$ cat src/rtl/systolic_pkg.sv
`default_nettype none
// +------------------------------------------------------------------------+
// | Module      : systolic_pkg                                              |
// | Description : Shared types and constants for the systolic operand       |
// |               feeder: array geometry, operand type, feeder FSM state    |
// |               encoding, bank-select encodings and a lane slice helper.  |
// | Ports       : none (package)                                            |
// | Revision    : 1.0 - initial release                                     |
// +------------------------------------------------------------------------+
package systolic_pkg;

  localparam int N  = 4;
  localparam int DW = 32;

  typedef logic [DW-1:0] operand_t;

  typedef enum logic [2:0] {
    IDLE  = 3'd0,
    CLEAR = 3'd1,
    FEED  = 3'd2,
    DRAIN = 3'd3,
    DONE  = 3'd4
  } feeder_state_e;

  localparam logic SEL_A = 1'b0;
  localparam logic SEL_B = 1'b1;

  // Extract lane 'lane' (bits lane*DW +: DW) from an N-lane operand bus.
  function automatic operand_t lane_slice(input logic [N*DW-1:0] bus,
                                          input int unsigned     lane);
    return operand_t'(bus >> (lane * DW));
  endfunction

endpackage
`default_nettype wire

$ cat src/rtl/operand_bank.sv
`default_nettype none
// +------------------------------------------------------------------------+
// | Module      : operand_bank                                              |
// | Description : NxN register file of DW-bit operands. One synchronous     |
// |               write port, N independent combinational read ports. A     |
// |               read port whose valid flag is low returns exact zero.     |
// |               Contents are deliberately not reset.                      |
// | Ports       : clk                   - clock                             |
// |               wr_en/wr_row/wr_col   - write strobe and address          |
// |               wr_data               - write data                        |
// |               rd_row/rd_col         - N packed read addresses           |
// |               rd_valid              - per-port valid, low forces zero   |
// |               rd_data               - N packed read data lanes          |
// | Revision    : 1.0 - initial release                                     |
// +------------------------------------------------------------------------+
module operand_bank #(
  parameter int N  = 4,
  parameter int DW = 32
) (
  input  logic                      clk,
  input  logic                      wr_en,
  input  logic [$clog2(N)-1:0]      wr_row,
  input  logic [$clog2(N)-1:0]      wr_col,
  input  logic [DW-1:0]             wr_data,
  input  logic [N*$clog2(N)-1:0]    rd_row,
  input  logic [N*$clog2(N)-1:0]    rd_col,
  input  logic [N-1:0]              rd_valid,
  output logic [N*DW-1:0]           rd_data
);
  import systolic_pkg::*;

  localparam int c_addr_w = $clog2(N);

  logic [DW-1:0] mem_q [N][N];
  logic [DW-1:0] mem_d [N][N];

  always_comb begin
    mem_d = mem_q;
    if (wr_en) begin
      mem_d[wr_row][wr_col] = wr_data;
    end
  end

  // No reset: operands survive a controller reset so a restart replays them.
  always_ff @(posedge clk) begin
    mem_q <= mem_d;
  end

  for (genvar p = 0; p < N; p++) begin : g_rd
    logic [c_addr_w-1:0] w_row;
    logic [c_addr_w-1:0] w_col;
    assign w_row = rd_row[p*c_addr_w +: c_addr_w];
    assign w_col = rd_col[p*c_addr_w +: c_addr_w];
    assign rd_data[p*DW +: DW] = rd_valid[p] ? mem_q[w_row][w_col] : '0;
  end

endmodule
`default_nettype wire

$ cat src/rtl/systolic_skew_feeder.sv
`default_nettype none
// +------------------------------------------------------------------------+
// | Module      : systolic_skew_feeder                                      |
// | Description : Upstream stage of the NxN systolic MAC array. Holds A     |
// |               (west) and B (north) operand banks, and on start emits a  |
// |               one-cycle accumulator clear, 2N-1 diagonally skewed       |
// |               wavefronts, DRAIN_CYCLES zero cycles, then a done pulse.  |
// |               All outputs are registered.                               |
// | Option      : SYSTOLIC_SKEW_FEEDER_TRANSPOSE_B_EN - when defined the B  |
// |               bank is read transposed (north lane j = B[j][t-j]).       |
// | Ports       : clk, rst (async, active-high)                             |
// |               wr_en/wr_sel/wr_row/wr_col/wr_data - operand load port    |
// |               start      - launch pulse (accepted in IDLE only)         |
// |               busy       - high from accepted start until done          |
// |               wr_err     - pulse: write attempted while not idle        |
// |               arr_clr    - one-cycle accumulator clear                  |
// |               feed_valid - west_out/north_out carry wavefront data      |
// |               west_out   - lane i feeds array row i                     |
// |               north_out  - lane j feeds array column j                  |
// |               done       - one-cycle completion pulse                   |
// | Revision    : 1.0 - initial release                                     |
// +------------------------------------------------------------------------+
module systolic_skew_feeder #(
  parameter int N            = 4,
  parameter int DW           = 32,
  parameter int DRAIN_CYCLES = 5
) (
  input  logic                  clk,
  input  logic                  rst,
  input  logic                  wr_en,
  input  logic                  wr_sel,
  input  logic [$clog2(N)-1:0]  wr_row,
  input  logic [$clog2(N)-1:0]  wr_col,
  input  logic [DW-1:0]         wr_data,
  input  logic                  start,
  output logic                  busy,
  output logic                  wr_err,
  output logic                  arr_clr,
  output logic                  feed_valid,
  output logic [N*DW-1:0]       west_out,
  output logic [N*DW-1:0]       north_out,
  output logic                  done
);
  import systolic_pkg::*;

  localparam int c_addr_w = $clog2(N);
  // Shared by FEED (0..2N-2) and DRAIN (0..DRAIN_CYCLES-1) counting.
  localparam int c_step_w = ($clog2(2*N) > $clog2(DRAIN_CYCLES)) ?
                            $clog2(2*N) : $clog2(DRAIN_CYCLES);
  localparam logic [c_step_w-1:0] c_feed_last  = c_step_w'(2*N - 2);
  localparam logic [c_step_w-1:0] c_drain_last = c_step_w'(DRAIN_CYCLES - 1);

  feeder_state_e         state_q, state_d;
  logic [c_step_w-1:0]   step_q, step_d;
  logic                  busy_q, busy_d;
  logic                  wr_err_q, wr_err_d;
  logic                  arr_clr_q, arr_clr_d;
  logic                  feed_valid_q, feed_valid_d;
  logic                  done_q, done_d;
  logic [N*DW-1:0]       west_q, west_d;
  logic [N*DW-1:0]       north_q, north_d;

  logic                  w_idle;
  logic                  w_a_we;
  logic                  w_b_we;
  logic [N-1:0]          w_lane_vld;
  logic [N*c_addr_w-1:0] w_a_rd_row;
  logic [N*c_addr_w-1:0] w_a_rd_col;
  logic [N*c_addr_w-1:0] w_b_rd_row;
  logic [N*c_addr_w-1:0] w_b_rd_col;
  logic [N*DW-1:0]       w_a_rd_data;
  logic [N*DW-1:0]       w_b_rd_data;

  assign w_idle = (state_q == IDLE);
  assign w_a_we = wr_en && w_idle && (wr_sel == SEL_A);
  assign w_b_we = wr_en && w_idle && (wr_sel == SEL_B);

  // ---------------------------------------------------------------- FSM
  always_comb begin
    state_d = state_q;
    step_d  = step_q;
    case (state_q)
      IDLE: begin
        if (start) begin
          state_d = CLEAR;
          step_d  = '0;
        end
      end
      CLEAR: begin
        state_d = FEED;
        step_d  = '0;
      end
      FEED: begin
        if (step_q == c_feed_last) begin
          state_d = DRAIN;
          step_d  = '0;
        end else begin
          step_d = step_q + 1'b1;
        end
      end
      DRAIN: begin
        if (step_q == c_drain_last) begin
          state_d = DONE;
          step_d  = '0;
        end else begin
          step_d = step_q + 1'b1;
        end
      end
      DONE: begin
        state_d = IDLE;
        step_d  = '0;
      end
      default: begin
        state_d = IDLE;
        step_d  = '0;
      end
    endcase
  end

  // Outputs are decoded from the next state so each registered value lines
  // up with the cycle the FSM spends in that state.
  always_comb begin
    busy_d       = (state_d == CLEAR) || (state_d == FEED) || (state_d == DRAIN);
    arr_clr_d    = (state_d == CLEAR);
    feed_valid_d = (state_d == FEED);
    done_d       = (state_d == DONE);
    wr_err_d     = wr_en && !w_idle;
    west_d       = w_a_rd_data;
    north_d      = w_b_rd_data;
  end

  // ------------------------------------------------- skew index generation
  // Lane l at step t carries inner index k = t - l. Computed one bit wider
  // than the step so t < l wraps to a large value and fails the k < N test.
  for (genvar l = 0; l < N; l++) begin : g_lane
    logic [c_step_w:0] w_k;
    assign w_k           = {1'b0, step_d} - (c_step_w+1)'(l);
    assign w_lane_vld[l] = feed_valid_d && (w_k < (c_step_w+1)'(N));

    // West lane l = A[l][k]
    assign w_a_rd_row[l*c_addr_w +: c_addr_w] = c_addr_w'(l);
    assign w_a_rd_col[l*c_addr_w +: c_addr_w] = w_k[c_addr_w-1:0];

`ifdef SYSTOLIC_SKEW_FEEDER_TRANSPOSE_B_EN
    // North lane l = B[l][k] (bank holds B transposed)
    assign w_b_rd_row[l*c_addr_w +: c_addr_w] = c_addr_w'(l);
    assign w_b_rd_col[l*c_addr_w +: c_addr_w] = w_k[c_addr_w-1:0];
`else
    // North lane l = B[k][l]
    assign w_b_rd_row[l*c_addr_w +: c_addr_w] = w_k[c_addr_w-1:0];
    assign w_b_rd_col[l*c_addr_w +: c_addr_w] = c_addr_w'(l);
`endif
  end

  // ------------------------------------------------------------- banks
  operand_bank #(
    .N  (N),
    .DW (DW)
  ) u_a_bank (
    .clk      (clk),
    .wr_en    (w_a_we),
    .wr_row   (wr_row),
    .wr_col   (wr_col),
    .wr_data  (wr_data),
    .rd_row   (w_a_rd_row),
    .rd_col   (w_a_rd_col),
    .rd_valid (w_lane_vld),
    .rd_data  (w_a_rd_data)
  );

  operand_bank #(
    .N  (N),
    .DW (DW)
  ) u_b_bank (
    .clk      (clk),
    .wr_en    (w_b_we),
    .wr_row   (wr_row),
    .wr_col   (wr_col),
    .wr_data  (wr_data),
    .rd_row   (w_b_rd_row),
    .rd_col   (w_b_rd_col),
    .rd_valid (w_lane_vld),
    .rd_data  (w_b_rd_data)
  );

  // --------------------------------------------------------- registers
  always_ff @(posedge clk or posedge rst) begin
    if (rst) begin
      state_q      <= IDLE;
      step_q       <= '0;
      busy_q       <= 1'b0;
      wr_err_q     <= 1'b0;
      arr_clr_q    <= 1'b0;
      feed_valid_q <= 1'b0;
      done_q       <= 1'b0;
      west_q       <= '0;
      north_q      <= '0;
    end else begin
      state_q      <= state_d;
      step_q       <= step_d;
      busy_q       <= busy_d;
      wr_err_q     <= wr_err_d;
      arr_clr_q    <= arr_clr_d;
      feed_valid_q <= feed_valid_d;
      done_q       <= done_d;
      west_q       <= west_d;
      north_q      <= north_d;
    end
  end

  assign busy       = busy_q;
  assign wr_err     = wr_err_q;
  assign arr_clr    = arr_clr_q;
  assign feed_valid = feed_valid_q;
  assign done       = done_q;
  assign west_out   = west_q;
  assign north_out  = north_q;

endmodule
`default_nettype wire

$ cat config.mk
export PLATFORM = sky130hd
export DESIGN_NAME = systolic_skew_feeder
export DESIGN_NICKNAME = d
export VERILOG_FILES = /design/src/rtl/systolic_pkg.sv /design/src/rtl/operand_bank.sv /design/src/rtl/systolic_skew_feeder.sv
export SDC_FILE = /design/constraint.sdc
export NUM_CORES = 1
export LEC_CHECK = 0
export CAP_MARGIN = 30
export CORE_AREA = 2 2 394 396
export CTS_BUF_LIST = sky130_fd_sc_hd__clkbuf_2
export CTS_CLUSTER_SIZE = 40
export DETAILED_ROUTE_END_ITERATION = 10
export DIE_AREA = 0 0 396 398
export PLACE_DENSITY = 0.52
export SYNTH_ARGS = -nofsm -noshare
export SYNTH_HDL_FRONTEND = slang
export SYNTH_SLANG_ARGS = --single-unit
export TNS_END_PERCENT = 20
$ cat constraint.sdc
create_clock -name clk -period 8.8 [get_ports clk]
set_input_delay 1.76 -clock clk [delete_from_list [all_inputs] [get_ports clk]]
set_output_delay 1.76 -clock clk [all_outputs]
set_load 0.05 [all_outputs]
==> results.md, run 1 <==
Setup path:
- The number of buffers and inverters on the critical path is 1.
- The family with the most delay on the worst path is buffers and inverters.
- The peak per-stage delay on the critical path is 890 ps.
- STA puts the critical path data required time at just over 7000 ps.
- The critical path goes through clkdlybuf4s50_1.
- The type of element capturing the critical path is an output port.
- At the worst endpoint, the arrival time is between 3000 and 4000 ps.
- The largest driver fanout on the critical path is 1.
- The critical path in this run is classified as register to output port.
- The standard cell with the maximum stage delay on the critical path is sky130_fd_sc_hd__clkdlybuf4s50_1.
- The worst setup path is launched from a register.

Floorplan:
- For this configuration, the core starts out at a cell density of 29.8%.
- The core outline area is between 150000 and 200000 sq um.
- The x dimension of the die is between 300 and 400 microns.
- The die boundary height is between 300 and 400 microns.
- The floorplan step defined a die boundary enclosing around 160000 sq um.
- between 300 and 400 I/O pins were placed.
- The initialized floorplan defines approximately 140 standard-cell rows.

Outcome:
- The run finished with clean final reports.

Timing:
- The worst hold slack after final layout is between 400 and 500 ps.
- For the pin with the worst max-slew slack, the measured transition is around 1100 ps.
- Setup repair after global routing left no endpoint under its margin.
- The count of final max-slew check failures is 0.
- The final critical path time including I/O delays and setup is 4780 ps.
- The maximum achievable frequency is between 0.2 and 0.25 GHz.
- In the finished design, the share of the clock period the worst path needs comes to about 54%.
- The total count of hold-check failures in the final report was 0.
- The worst slew margin relative to its limit is between 20% and 30%.
- The total negative slack is 0 ps.
- The final count of negative-setup-slack endpoints is 0.
- The final worst clock skew is between 100 and 150 ps.

Clocking:
- The number of buffers on the longest clock path is 4.
- TritonCTS created approximately 340 clock buffers.
- The maximum level of the CTS H-tree is 5.
- Once the clock tree was built, the resizer swapped 0 gates to a different size.
- The total number of clock tree sinks is ~1300.
- TritonCTS built the clock tree.
- The later pin in the worst-skew pair is clocked with a latency of between 1500 and 2000 ps.
- The clock-pin slew of the registers on the worst-case setup and hold paths is between 100 and 150 ps.
- Once the clock tree was built, the setup fixing pass inserted 0 buffers.
- The number of buffers inserted by hold repair at cts is 0.
- The root buffer selected by CTS is sky130_fd_sc_hd__clkbuf_2.

Placed design:
- The last weighted congestion value of the routability-driven placer is between 0.7 and 0.8.
- The estimated wirelength of the detail-placed design is approximately 73000 microns.
- In this run the tool buffered the top-level ports with 301 buffer cells.
- The post-placement cell area is 51500 sq um.

Logic synthesis:
- In this run, distinct cell masters in the synthesized netlist total 51.
- The post-synthesis instance total is about 2200.
- The synthesized net count is 2250.
- The number of storage elements in the synthesis netlist is around 1300.
- The mean area per synthesized cell is between 20 and 25 sq um.
- The number of warnings issued by yosys is 0.
- The count of flip-flops with a built-in enable after synthesis is between 1000 and 1500.
- The share of the yosys chip area belonging to registers is 82.0%.
- Among all flip-flop cells after synthesis, the most frequent one is sky130_fd_sc_hd__edfxtp_1.
- The async set-reset flop share out of synthesis is about a fifth.
- The post-synthesis instance area is between 40000 and 50000 sq um.

Global route:
- The number of global-route vias before repair was between 20000 and 25000.
- The total routing usage reported by global routing is between 15 and 20%.
- The initial antenna violation count was 19.
- The maximum number of pins on one net before global-route repair is roughly 110.
- The first global-routing pass estimated approximately 180000 microns of wire.
- The total overflow left after global routing is 0.

Finish:
- Summing all flip-flop and latch instances after layout gives between 30000 and 40000 sq um.
- The area of all placed cells without fillers is 54800 sq um.
- The signed area change from the synthesized netlist to the final layout is 20.1%.
- The share of cells above drive strength 1 is 27.1%.
- The multi-input combinational cells in the finished layout cover a total of 7700 sq um.
- The final-layout fill cell count is 14415.
- The final-stage net count is about 2800.
- Cells fill 35.7% of the core in the end.
- The top cell types in the final layout, fill and taps aside, are sky130_fd_sc_hd__edfxtp_1, sky130_fd_sc_hd__clkbuf_2, sky130_fd_sc_hd__clkdlybuf4s50_1, sky130_fd_sc_hd__dfrtp_1, sky130_fd_sc_hd__mux4_2.
- The commonest non-fill, non-tap cell in the layout is sky130_fd_sc_hd__edfxtp_1.

Routing:
- The final wirelength is about 130000 microns.
- The number of antenna-violating nets in the routed design is 0.
- The length of the first detailed-routing pass in iterations is 5.
- The per-cell routed wire length is between 20 and 25 microns.
- The final route contains around 24000 vias.
- The number of remaining DRC errors is 0.
- The detailed router finished its first iteration with roughly 1800 violations.
- Using the TritonRoute via totals, the vias-per-cell ratio works out to ~4.7.

Power:
- In this run the static leakage power is just under 20 nW.
- VDD sags by at most 0.000313 V.
- The ratio of total power to cell area is approximately 340 nW/um^2.

Run:
- The tool flagged a number of max-cap violations equal to 0.

Hold path:
- The path class of the tightest hold or removal check is register to register.
-- through the flow --
| stage | setup WS (ps) | total power [mW] | instances |
|---|---|---|---|
| finish | 4020 | 18.6 | 5118 |
| global route | 3740 | 19.6 | 5100 |
| CTS | 3740 | 18.9 | 5082 |
| detailed placement | 3060 | 14.8 | 4480 |
| global placement | 2810 | 14.7 | 4457 |
| floorplan | 3510 | 12.4 | 2201 |
-- sequential cells by signal, indices dropped and copies added, names as in the netlist --
signal / cells
busy: 1
state_q: 3
feed_valid: 1
u_b_bank.mem_q: 512
west_out: 128
step_q: 3
wr_err: 1
u_a_bank.mem_q: 512
north_out: 128
arr_clr: 1
done: 1
-- routing by layer --
metal  wire [microns]  part of all wire [%]  track usage (%)
met5               23                 0.018                0
met1            55100                    43             21.2
met3             7350                   5.7             3.62
met2            62900                    49             26.0
met4             2560                   2.0             5.56
-- logic make-up (layout without fill, tap and decap cells) --
family,Yosys count,after routing,share of synthesized area (%)
flops,1291,1291,82.0
compound gates,349,349,6.13
simple gates,283,283,3.63
buf+inv,140,987,1.63
mux,130,130,6.36
fa+ha+maj,8,8,0.219
other cells,0,26,0
-- path summary, 6_finish.rpt --
check | startpoint | endpoint | slack [ps] | cells past startpoint
min | u_b_bank.mem_q[366] | north_out[14] | 410 | 1
max reg2reg | step_q[0] | west_out[40] | 4220 | 10
max | wr_err | wr_err | 4020 | 1
min in group asynchronous | rst | north_out[100] | 470 | 3
min reg2reg | u_b_bank.mem_q[366] | north_out[14] | 410 | 1
max in group asynchronous | rst | north_out[39] | 6910 | 5
-- layout make-up --
class                   instances  area share (%)
flip-flops and latches       1291            68.3
inverters                       9          0.0731
diodes                         26           0.119
clock inverters                82           0.735
well taps                    2044            4.67
multi-input cells             770            14.0
clock buffers                 520            4.75
repair buffers                376            7.29
-- cells in the mapped netlist (all sizes together) (64+ instances only) --
cell type  number  share of area, %
dfrtp         267                15
a32oi          64               1.2
mux4          128               6.3
and3           66              0.90
a22o           64               1.2
and2           69              0.95
nor2b          71              0.97
edfxtp       1024                67
buf            76               1.1
a221o          64               1.4
o21ai          68              0.75
a22oi          65               1.1
-- power by group --
group,switching [mW],internal [mW]
clock,2.39,1.65
sequential,0.267,6.98
combinational,4.50,2.81
total,7.15,11.4
Note: power is estimated with default switching activity, not from simulation.
==> run 2, diff against run 1 <==
==> constraint.sdc (replaced) <==
create_clock -name clk -period 4.4 [get_ports clk]
set_input_delay 0.88 -clock clk [delete_from_list [all_inputs] [get_ports clk]]
set_output_delay 0.88 -clock clk [all_outputs]
set_load 0.05 [all_outputs]
==> run 2 against run 1 <==
Effect of this change:
- largest power group unchanged
- non-clock buffer count rose by 44
- sequential share of layout area fell by 0.36 points
- first-iteration DRC count is 11% higher
- register-to-register slack got worse by 3800 ps
- largest cell class unchanged
- sequential power up 100%
- routed wire length increased by 0.27%
- clock power up 98%
- hold slack worse by 220 ps
==> results.md, run 2 (same netlist as run 1, synthesis figures left out) <==
Clocking:
- The number of buffers inserted during clock tree synthesis was 341 (was 343).
- The number of instances resized during post-cts repair came to 0 (unchanged).
- The number of buffers on the longest clock path is 4 (unchanged).
- The root buffer selected by CTS is sky130_fd_sc_hd__clkbuf_2 (unchanged).
- The clock-pin slew of the registers on the worst-case setup and hold paths is 110 ps (about the same).
- The CTS tree is done (unchanged).
- The clock latency reported for the late side of the worst-skew pair was 1670 ps (about the same).
- The number of buffers inserted by hold repair at cts is 34 (was 0).
- The maximum level of the CTS H-tree is 5 (unchanged).
- The number of post-CTS setup repair buffers is 0 (unchanged).
- The total number of clock tree sinks is 1291 (unchanged).

Setup path:
- The cell depth of the worst flop-to-flop path was 9 (was 10).
- The logic depth of the worst path, buffers included came to 9 (was 1).
- The path type of the worst setup path is register to register (was register to output port).
- The startpoint type of the worst setup path was a register (unchanged).
- The arrival time reported for the critical path endpoint is 5510 ps (was 3020 ps).
- The type of element capturing the critical path is a register (was output port).
- Cell-by-cell listing of the critical path: inv_1 > ha_1 > mux2i_1 > o21ai_0 > nand2_1 > ha_1 > or3_2 > buf_4 > o21ai_0 (was clkdlybuf4s50_1).
- The worst path buffer plus inverter count came to 2 (was 1).
- The largest driver fanout on the critical path is 64 (was 1).
- The standard cell with the maximum stage delay on the critical path is sky130_fd_sc_hd__dfrtp_1 (was sky130_fd_sc_hd__clkdlybuf4s50_1).
- The worst endpoint required time is 5910 ps (was 7040 ps).
- The family with the most delay on the worst path is simple AND/OR/NAND/NOR gates (was buffers and inverters).
- The peak per-stage delay on the critical path came to 620 ps (was 890 ps).

Placed design:
- The cell count after placement is 4491 (was 4480).
- The estimated wirelength of the detail-placed design is 72400 microns (was 72900 microns).
- The count of port buffers added during placement came to 301 (unchanged).
- The last weighted congestion value of the routability-driven placer came to 0.734 (was 0.736).

Timing:
- The final count of negative-setup-slack endpoints was 0 (unchanged).
- The total negative slack is 0 ps (unchanged).
- Setup repair after global routing missed its margin: false (unchanged).
- The worst slew margin relative to its limit is 23.0% (was 26.6%).
- The total count of hold-check failures in the final report is 0 (unchanged).
- The slew at the pin closest to its max-slew limit is 1160 ps (was 1100 ps).
- The final worst clock skew is 136 ps (was 115 ps).
- The final critical path time including I/O delays and setup is approximately 4000 ps.
- The maximum achievable frequency is 0.250 GHz.
- The worst hold slack after final layout is 193 ps (was 412 ps).
- The final critical path takes up about nine tenths of the cycle.
- The count of final max-slew check failures is 0 (unchanged).

Floorplan:
- The number of standard-cell rows in the floorplan came to 144 (unchanged).
- The die boundary height is 398 microns (unchanged).
- The effective utilization at floorplan came to 29.8% (unchanged).
- The overall die area is 158000 sq um (unchanged).
- The core outline area is 153000 sq um (unchanged).
- The count of boundary I/O pins came to 302 (unchanged).
- The x dimension of the die is 396 microns (unchanged).

Finish:
- The sequential standard cell area was 37400 sq um (unchanged).
- The signed area change from the synthesized netlist to the final layout came to 20.7% (was 20.1%).
- The share of cells above drive strength 1 is 27.0% (was 27.1%).
- The multi-input logic area is 7700 sq um (about the same).
- The post-route non-filler standard cell count came to 5156 (was 5118).
- Biggest regs: u_a_bank.mem_q: 512 flops, u_b_bank.mem_q: 512 flops (unchanged).
- Leading cell types in the layout, fill and taps excluded: sky130_fd_sc_hd__edfxtp_1, sky130_fd_sc_hd__clkbuf_2, sky130_fd_sc_hd__clkdlybuf4s50_1, sky130_fd_sc_hd__dfrtp_1, sky130_fd_sc_hd__mux4_2 (unchanged).
- The core utilization of the finished layout came to 35.9% (was 35.7%).
- The commonest non-fill, non-tap cell in the layout was sky130_fd_sc_hd__edfxtp_1 (unchanged).
- The final-stage net count is 2882 (was 2840).
- The final-layout fill cell count is 14438 (was 14415).

Routing:
- The length of the first detailed-routing pass in iterations was 5 (unchanged).
- The average vias per placed instance was 4.70 (was 4.71).
- The number of antenna-violating nets in the routed design is 0 (unchanged).
- The violation count after the first detailed-routing iteration is 2024 (was 1819).
- The final wirelength is 128000 microns (about the same).
- The number of remaining DRC errors came to 0 (unchanged).
- The per-cell routed wire length came to 24.9 microns (was 25.0 microns).
- The via count was 24223 (was 24081).

Power:
- The static leakage power is 19.5 nW (was 19.3 nW).
- The overall power consumption came to 37.5 mW (was 18.6 mW).
- The worst vdd rail ir drop was 0.000852 V (was 0.000313 V).
- The ratio of total power to cell area came to 680 nW/um^2 (was 339 nW/um^2).

Global route:
- The number of global-route vias before repair is 25566 (was 24971).
- The initial antenna violation count is 17 (was 19).
- The total routing usage reported by global routing is 16.1% (was 16.0%).
- The maximum number of pins on one net before global-route repair is 129 (was 113).
- The remaining global-route overflow was 0 (unchanged).
- The first-pass GRT wire length came to 181000 microns (was 180000 microns).

Hold path:
- The worst hold path cell count is 2 (was 1).
- The path class of the lowest-slack min-delay path is primary input to register (was register to register).

Run:
- The number of violations of the max-capacitance limit is 0 (unchanged).

Outcome:
- Result of the run: complete, no violations (unchanged).
-- run 2: cell count changes in the layout (fill, tap and decap cells not counted), sizes merged --
cell         change
buf              +9
bufinv           -1
clkbuf           -6
clkinv           +2
clkinvlp         +2
diode            -4
dlygate4sd3     +35
inv              +1
-- run 2: where the power goes --
group          internal (mW)  total (mW)  switching [mW]
Sequential              14.0        14.5           0.538
Combinational           6.00        15.0            9.00
Clock                   3.21        7.99            4.78
-- run 2: cell type report --
class	count	share of cell area, %
diodes	22	0.100
clock inverters	86	0.729
inverters	9	0.0727
well taps	2044	4.64
repair buffers	420	7.85
clock buffers	514	4.67
flip-flops and latches	1291	68.0
multi-input cells	770	14.0
-- run 2: metrics by stage --
stage               cell area [sq um]  setup WS, ps
global placement                51400           487
detailed placement              51500           425
finish                          55100           401
floorplan                       45600         -5.48
global route                    55100           121
CTS                             54800           225
-- run 2: final timing paths --
kind / to / from / slack, ps
max: west_out[90] / step_q[0] / 400
min: u_b_bank.mem_q[410] / wr_data[26] / 190
max reg2reg: west_out[90] / step_q[0] / 400
min reg2reg: north_out[91] / u_b_bank.mem_q[443] / 440
max in group asynchronous: north_out[59] / rst / 2660
min in group asynchronous: north_out[121] / rst / 670
-- run 2: routing by layer --
metal	part of all wire, %	global-route usage [%]
met5	0.044	0
met4	2.5	5.59
met3	7.4	4.00
met2	49	26.4
met1	41	20.8
